==> src/rtl/branch_unit_pkg.sv <==
// Shared definitions for the branch resolution unit.
//   - branch condition encodings carried on the 3-bit op field
//   - FSM state type for branch_unit
//   - sequential fetch increment used when the branch falls through
// Optional feature macro: BRANCH_UNIT_UNSIGNED_EN (enables BLTU/BGEU).
package branch_unit_pkg;

  localparam logic [2:0] OP_BEQ  = 3'b000;
  localparam logic [2:0] OP_BNE  = 3'b001;
  localparam logic [2:0] OP_BLT  = 3'b100;
  localparam logic [2:0] OP_BGE  = 3'b101;
  localparam logic [2:0] OP_BLTU = 3'b110;
  localparam logic [2:0] OP_BGEU = 3'b111;

  localparam int unsigned PC_INC = 4;

  typedef enum logic [1:0] {
    ST_IDLE = 2'd0,
    ST_CMP  = 2'd1,
    ST_DONE = 2'd2
  } state_t;

endpackage

==> src/rtl/branch_cmp.sv <==
// Combinational operand comparator for branch_unit.
// Ports:
//   a, b  : N-bit operands (rs1, rs2)
//   eq    : a == b
//   lt_s  : a < b as two's-complement values
//   lt_u  : a < b as unsigned values (constant 0 unless
//           BRANCH_UNIT_UNSIGNED_EN is defined)
// Optional feature macro: BRANCH_UNIT_UNSIGNED_EN.
module branch_cmp #(
  parameter int N = 32
) (
  input  logic [N-1:0] a,
  input  logic [N-1:0] b,
  output logic         eq,
  output logic         lt_s,
  output logic         lt_u
);

`ifdef BRANCH_UNIT_UNSIGNED_EN
  // Extra MSB of the zero-extended subtraction is the borrow out.
  logic [N:0] diff;
  assign diff = {1'b0, a} - {1'b0, b};
  assign lt_u = diff[N];
`else
  // Without unsigned compares the borrow is never needed, so the
  // subtractor is only N bits wide.
  logic [N-1:0] diff;
  assign diff = a - b;
  assign lt_u = 1'b0;
`endif

  logic ovf;

  // Signed overflow: operands differ in sign and the result sign differs
  // from a. The raw sign bit alone is wrong when the subtraction overflows.
  assign ovf  = (a[N-1] ^ b[N-1]) & (diff[N-1] ^ a[N-1]);
  assign lt_s = diff[N-1] ^ ovf;
  assign eq   = (diff[N-1:0] == '0);

endmodule

==> src/rtl/branch_unit.sv <==
// Branch resolution unit: captures one branch request, evaluates its
// condition and returns the taken flag and resolved fetch address through
// a valid/ready handshake. Three-state FSM: IDLE (accept), CMP (evaluate),
// DONE (hold result until consumed).
// Ports:
//   clk, rstn           : clock, synchronous active-low reset
//   in_valid, in_ready  : request handshake
//   op, a, b, pc, imm   : condition code, operands, branch PC, byte offset
//   out_valid, out_ready: result handshake
//   taken, next_pc      : resolved condition and fetch address
//   illegal             : op not supported (result is pc+4, not taken)
// Optional feature macro: BRANCH_UNIT_UNSIGNED_EN (enables BLTU/BGEU).
module branch_unit
  import branch_unit_pkg::*;
#(
  parameter int N = 32
) (
  input  logic         clk,
  input  logic         rstn,
  input  logic         in_valid,
  output logic         in_ready,
  input  logic [2:0]   op,
  input  logic [N-1:0] a,
  input  logic [N-1:0] b,
  input  logic [N-1:0] pc,
  input  logic [N-1:0] imm,
  output logic         out_valid,
  input  logic         out_ready,
  output logic         taken,
  output logic [N-1:0] next_pc,
  output logic         illegal
);

  // Returns {illegal, taken} for a condition code and comparator flags.
  function automatic logic [1:0] resolve(input logic [2:0] code,
                                         input logic eq, input logic lt_s,
                                         input logic lt_u);
    logic [1:0] r;
    r = 2'b10;
    case (code)
      OP_BEQ:  r = {1'b0, eq};
      OP_BNE:  r = {1'b0, ~eq};
      OP_BLT:  r = {1'b0, lt_s};
      OP_BGE:  r = {1'b0, ~lt_s};
`ifdef BRANCH_UNIT_UNSIGNED_EN
      OP_BLTU: r = {1'b0, lt_u};
      OP_BGEU: r = {1'b0, ~lt_u};
`endif
      default: r = 2'b10;
    endcase
`ifndef BRANCH_UNIT_UNSIGNED_EN
    r = r | {1'b0, lt_u & 1'b0};
`endif
    return r;
  endfunction

  state_t state, state_nx;
  logic   capture, compute;

  logic [2:0]   op_p0;
  logic [N-1:0] a_p0, b_p0, pc_p0, imm_p0;

  logic         taken_p1, illegal_p1;
  logic [N-1:0] next_pc_p1;

  logic         cmp_eq, cmp_lt_s, cmp_lt_u;
  logic [1:0]   res;
  logic [N-1:0] pc_res;

  always_ff @(posedge clk) begin
    if (!rstn) state <= ST_IDLE;
    else       state <= state_nx;
  end

  always_comb begin
    state_nx  = state;
    in_ready  = 1'b0;
    out_valid = 1'b0;
    capture   = 1'b0;
    compute   = 1'b0;
    case (state)
      ST_IDLE: begin
        // Held low during reset so nothing is offered before release.
        in_ready = rstn;
        if (in_valid && rstn) begin
          capture  = 1'b1;
          state_nx = ST_CMP;
        end
      end
      ST_CMP: begin
        compute  = 1'b1;
        state_nx = ST_DONE;
      end
      ST_DONE: begin
        out_valid = 1'b1;
        if (out_ready) state_nx = ST_IDLE;
      end
      default: state_nx = ST_IDLE;
    endcase
  end

  // ---- stage p0: request capture (data only, no reset needed) ----
  always_ff @(posedge clk) begin
    if (capture) begin
      op_p0  <= op;
      a_p0   <= a;
      b_p0   <= b;
      pc_p0  <= pc;
      imm_p0 <= imm;
    end
  end

  branch_cmp #(.N(N)) u_cmp (
    .a    (a_p0),
    .b    (b_p0),
    .eq   (cmp_eq),
    .lt_s (cmp_lt_s),
    .lt_u (cmp_lt_u)
  );

  assign res    = resolve(op_p0, cmp_eq, cmp_lt_s, cmp_lt_u);
  assign pc_res = res[0] ? (pc_p0 + imm_p0) : (pc_p0 + N'(PC_INC));

  // ---- stage p1: resolved result, held stable through DONE ----
  // Visible outputs are cleared on reset so a discarded request leaves
  // nothing behind.
  always_ff @(posedge clk) begin
    if (!rstn) begin
      taken_p1   <= 1'b0;
      illegal_p1 <= 1'b0;
      next_pc_p1 <= '0;
    end else if (compute) begin
      taken_p1   <= res[0];
      illegal_p1 <= res[1];
      next_pc_p1 <= pc_res;
    end
  end

  assign taken   = taken_p1;
  assign illegal = illegal_p1;
  assign next_pc = next_pc_p1;

endmodule

==> config.mk <==
export PLATFORM = sky130hd
export DESIGN_NAME = branch_unit
export DESIGN_NICKNAME = d
export VERILOG_FILES = /design/src/rtl/branch_unit_pkg.sv /design/src/rtl/branch_cmp.sv /design/src/rtl/branch_unit.sv
export SDC_FILE = /design/constraint.sdc
export NUM_CORES = 1
export LEC_CHECK = 0
export CAP_MARGIN = 20
export CORE_ASPECT_RATIO = 2
export CORE_MARGIN = 2
export CORE_UTILIZATION = 58
export DETAILED_ROUTE_END_ITERATION = 16
export GPL_ROUTABILITY_DRIVEN = 0
export PLACE_DENSITY = 0.87
export RECOVER_POWER = 50
export SLEW_MARGIN = 40
export SYNTH_ARGS = -nofsm -noshare
export SYNTH_HDL_FRONTEND = slang
export SYNTH_SLANG_ARGS = --single-unit
==> constraint.sdc <==
create_clock -name clk -period 15.3 [get_ports clk]
set_input_delay 1.53 -clock clk [delete_from_list [all_inputs] [get_ports clk]]
set_output_delay 1.53 -clock clk [all_outputs]
set_load 0.05 [all_outputs]
==> reports/metrics.csv <==
stage;metric;value;unit
worst_setup_path;CP peak stage delay;0.53;ns
run;count of max-cap constraint violations;1;
final_layout;Area Overhead vs Synth;24.7;%
pwr;static leakage;4.77;nW
final_layout;most common cell after layout, fill and taps aside;dlygate4sd3_1;
worst_setup_path;reg-to-reg endpoint;next_pc[2]$_SDFFE_PN0N_;
logic_synthesis;dominant cells by area after synthesis;edfxtp_1 41%, ha_1 8.1%, dfxtp_1 7.4%, mux2i_1 3.6%, a21oi_1 3.4%;
global_routing;largest net degree at the start of global routing;95;
logic_synthesis;Synth Area in XOR/XNOR;5.16;%
min_path;Worst Hold Path EP;next_pc[14]$_SDFFE_PN0N_;
logic_synthesis;adder-cell share of the synthesized area;8.76;%
clock_tree;clock buffer depth;2;
worst_setup_path;r2r setup slk;8.82;ns
logic_synthesis;Syn Area/Cell;10.6;µm²
routing;Routed WL per cell;19.3;µm
global_routing;first-pass GRT wire length;39400;µm
global_routing;GRT Max-Usage Layer;met2;
clock_tree;post-CTS sizing;0;
worst_setup_path;worst-path maximum fanout;33;
worst_setup_path;CP Class;flop to flop;
worst_setup_path;worst path bufs/invs;0;
final_layout;Layout fillers;1120;
floorplan;Initial Util;59.5;%
routing;DR iter-0 viols;424;
logic_synthesis;FFs w/ async S/R, synth;0;%
clock_tree;CTS Hold Bufs;0;
sta;Relative slew margins;-23.7;%
clock_tree;clk slew on worst S/H paths;0.07;ns
sta;TNS Setup;0;ns
outcome;status;finished with violations;
logic_synthesis;Netlist cell types;77;
sta;worst clock skew;0.00600;ns
floorplan;core box area;16300;µm²
clock_tree;total CTS buffers;17;
logic_synthesis;post-synthesis cell area;9680;µm²
routing;WL final;25100;µm
floorplan;DIE WIDTH;95.4;µm
clock_tree;CTS root buf;clkbuf_16;
logic_synthesis;Synth Area in Simple Gates;11.7;%
min_path;Min-Delay Startpoint;next_pc[14]$_SDFFE_PN0N_;
sta;Slew Limit Fails;41;
floorplan;Die ar.;17800;µm²
worst_setup_path;WP data arrival;6.83;ns
floorplan;Die Ht;187;µm
logic_synthesis;warnings from Yosys;0;
sta;min cycle time layout;6.48;ns
min_path;worst hold-check path type;flop to flop;
final_layout;share of post-route cells with drive strength above 1;4.85;%
global_routing;number of global-route vias before repair;8341;
pwr;VDD IR max;0.0000833;V
sta;Final setup viols;0;
logic_synthesis;Main synth FF type;edfxtp_1;
sta;Hold Fails Final Rpt;0;
worst_setup_path;Worst path most repeated cell;a21oi_1;
logic_synthesis;Mapped Cells;912;
place;HPWL Detailed;18700;µm
worst_setup_path;FF-to-FF Start;a_p0[9]$_DFFE_PP_;
worst_setup_path;Crit. End Element;flop;
final_layout;Nets;1280;
worst_setup_path;Req. time, crit path;15.66;ns
outcome;failing checks;capacitance limit, slew limit;
global_routing;met2 global-route usage;54.6;%
logic_synthesis;Syn Nets;1113;
clock_tree;Post CTS Setup Buffer Count;0;
final_layout;final core occ;74.2;%
global_routing;gr usage total;28.9;%
routing;TritonRoute pass-1 iters;5;
floorplan;IO Pins;171;
global_routing;GR Util met1;25.9;%
logic_synthesis;Post-synth EDFFs;131;
logic_synthesis;cell taking the most area after synthesis;edfxtp_1;
sta;Max Freq;154;MHz
sta;RSZ-0062 raised after global routing;false;
clock_tree;Worst-Skew Late Latency;0.43;ns
sta;hold_ws;0.468;ns
global_routing;met3 usage;7.43;%
worst_setup_path;slowest library cell on the worst path;ha_1;
routing;DR vias;7991;
pwr;PwrDens;95.3;nW/µm²
logic_synthesis;compound-gate portion of the synthesized area;18.2;%
worst_setup_path;worst r2r path cells;26;
place;PortBufs;170;
logic_synthesis;largest family of logic cells by synthesized area;compound AO/OA/AOI/OAI gates;
worst_setup_path;Setup crit start kind;flop;
pwr;Tot Pwr;1.15;mW
final_layout;Non-Filler Instances;1304;
routing;drt drc;0;
sta;Slew @ Worst Pin;1.86;ns
global_routing;Remaining Overflow, GRT;0;
place;placed insts;1264;
logic_synthesis;#FFs+latches synth;167;
sta;Tcrit/Tclk final;42.3;%
min_path;Worst Hold Path Cells;2;
logic_synthesis;top cell type's share of synthesized area;40.6;%
final_layout;commonest cells after routing, fill and taps aside;165 x dlygate4sd3_1, 131 x edfxtp_1, 75 x nand2_1;
clock_tree;CTS tree;built;
clock_tree;H-tree levels;4;
clock_tree;# clock sinks;167;
logic_synthesis;register area share after synthesis;48.1;%
global_routing;initial antenna violation count;10;
logic_synthesis;mux share of post-synthesis cell area;4.01;%
worst_setup_path;Top delay family on crit path;compound AO/OA/AOI/OAI gates;
floorplan;row count;66;
routing;Antenna Violating Nets Remaining;0;
routing;vias per cell;6.13;
worst max-delay path by stage:
| stage | depth (start not counted) | slack [ns] | from | to |
|---|---|---|---|---|
| 2_1_floorplan | 3 | 8.59 | rstn | a_p0[0]$_DFFE_PP_ |
| 3_3_place_gp | 26 | 9.12 | a_p0[5]$_DFFE_PP_ | next_pc[1]$_SDFFE_PN0N_ |
| 3_5_place_dp | 26 | 8.96 | a_p0[10]$_DFFE_PP_ | next_pc[1]$_SDFFE_PN0N_ |
| 4_1_cts | 26 | 8.91 | a_p0[10]$_DFFE_PP_ | next_pc[2]$_SDFFE_PN0N_ |
| 5_1_grt | 26 | 8.34 | a_p0[10]$_DFFE_PP_ | next_pc[2]$_SDFFE_PN0N_ |
| 6_report | 26 | 8.82 | a_p0[9]$_DFFE_PP_ | next_pc[2]$_SDFFE_PN0N_ |
cells by family (layout without fill, tap and decap cells):
kind of cell | Yosys count | in the layout
muxes | 38 | 38
DFF | 167 | 167
adders and majority gates | 66 | 66
other | 0 | 8
and+or+nand+nor | 231 | 231
AOI/OAI and AO/OA | 263 | 263
xor gates and xnor gates | 57 | 57
buffers and inverters | 90 | 270
area by class of cell:
type	instances	area (µm²)	share of cell area [%]
inverters	65	244	2.02
repair buffers	173	1730	14.3
well taps	204	255	2.11
multi-input cells	655	4640	38.4
clock buffers	18	429	3.56
clock inverters	14	104	0.860
diodes	8	20.0	0.166
flip-flops and latches	167	4650	38.6
through the flow:
| stage | setup slack, ns | cell area (µm²) |
|---|---|---|
| 3_3_place_gp | 9.12 | 11500 |
| 5_1_grt | 8.34 | 12100 |
| 6_report | 8.82 | 12100 |
| 4_1_cts | 8.91 | 12100 |
| 2_1_floorplan | 8.59 | 9680 |
| 3_5_place_dp | 8.96 | 11500 |
registers in the layout (all words and copies together) (netlist names):
signal / count
taken: 1
b_p0: 32
imm_p0: 32
a_p0: 32
op_p0: 3
pc_p0: 32
state: 2
next_pc: 32
illegal: 1
layer usage:
metal | wire, µm | vias up
li1 | - | 3755
met1 | 8100 | 3794
met2 | 14100 | 323
met3 | 1470 | 113
met4 | 1400 | 6
met5 | 40 | -
worst register-to-register path: cells and delay by family (launching register included):
| family | cells | cell delay, ns |
|---|---|---|
| AOI/OAI and AO/OA | 14 | 2.97 |
| muxes | 2 | 0.75 |
| DFF | 1 | 0.38 |
| adders and majority gates | 2 | 1.02 |
| and+or+nand+nor | 8 | 1.30 |
power by group:
part,switching (mW),internal [mW]
sequential,0.0134,0.515
combinational,0.133,0.0967
clock,0.184,0.208
total,0.330,0.820
Yosys cell counts (4+ instances only):
master    count
a21o_1       19
o211ai_1      5
inv_1        65
or2_2         4
o31a_1        6
a31oi_1      13
o22ai_1      21
o21ai_0      46
o31ai_1       5
xnor2_1      36
nand2_1      75
nor2_1       54
nor3b_1       7
a21oi_1      66
o21bai_1      6
o21a_1       14
dfxtp_1      36
nor3_1        7
xor2_1       21
and3_1       13
nand4_1      13
edfxtp_1    131
nor2b_1      12
mux2i_1      35
nor4_1        6
nand3_1      20
a211oi_1      9
clkbuf_1     19
a21boi_0      5
ha_1         63
a211o_1       7
Note: power is estimated with default switching activity, not from simulation.
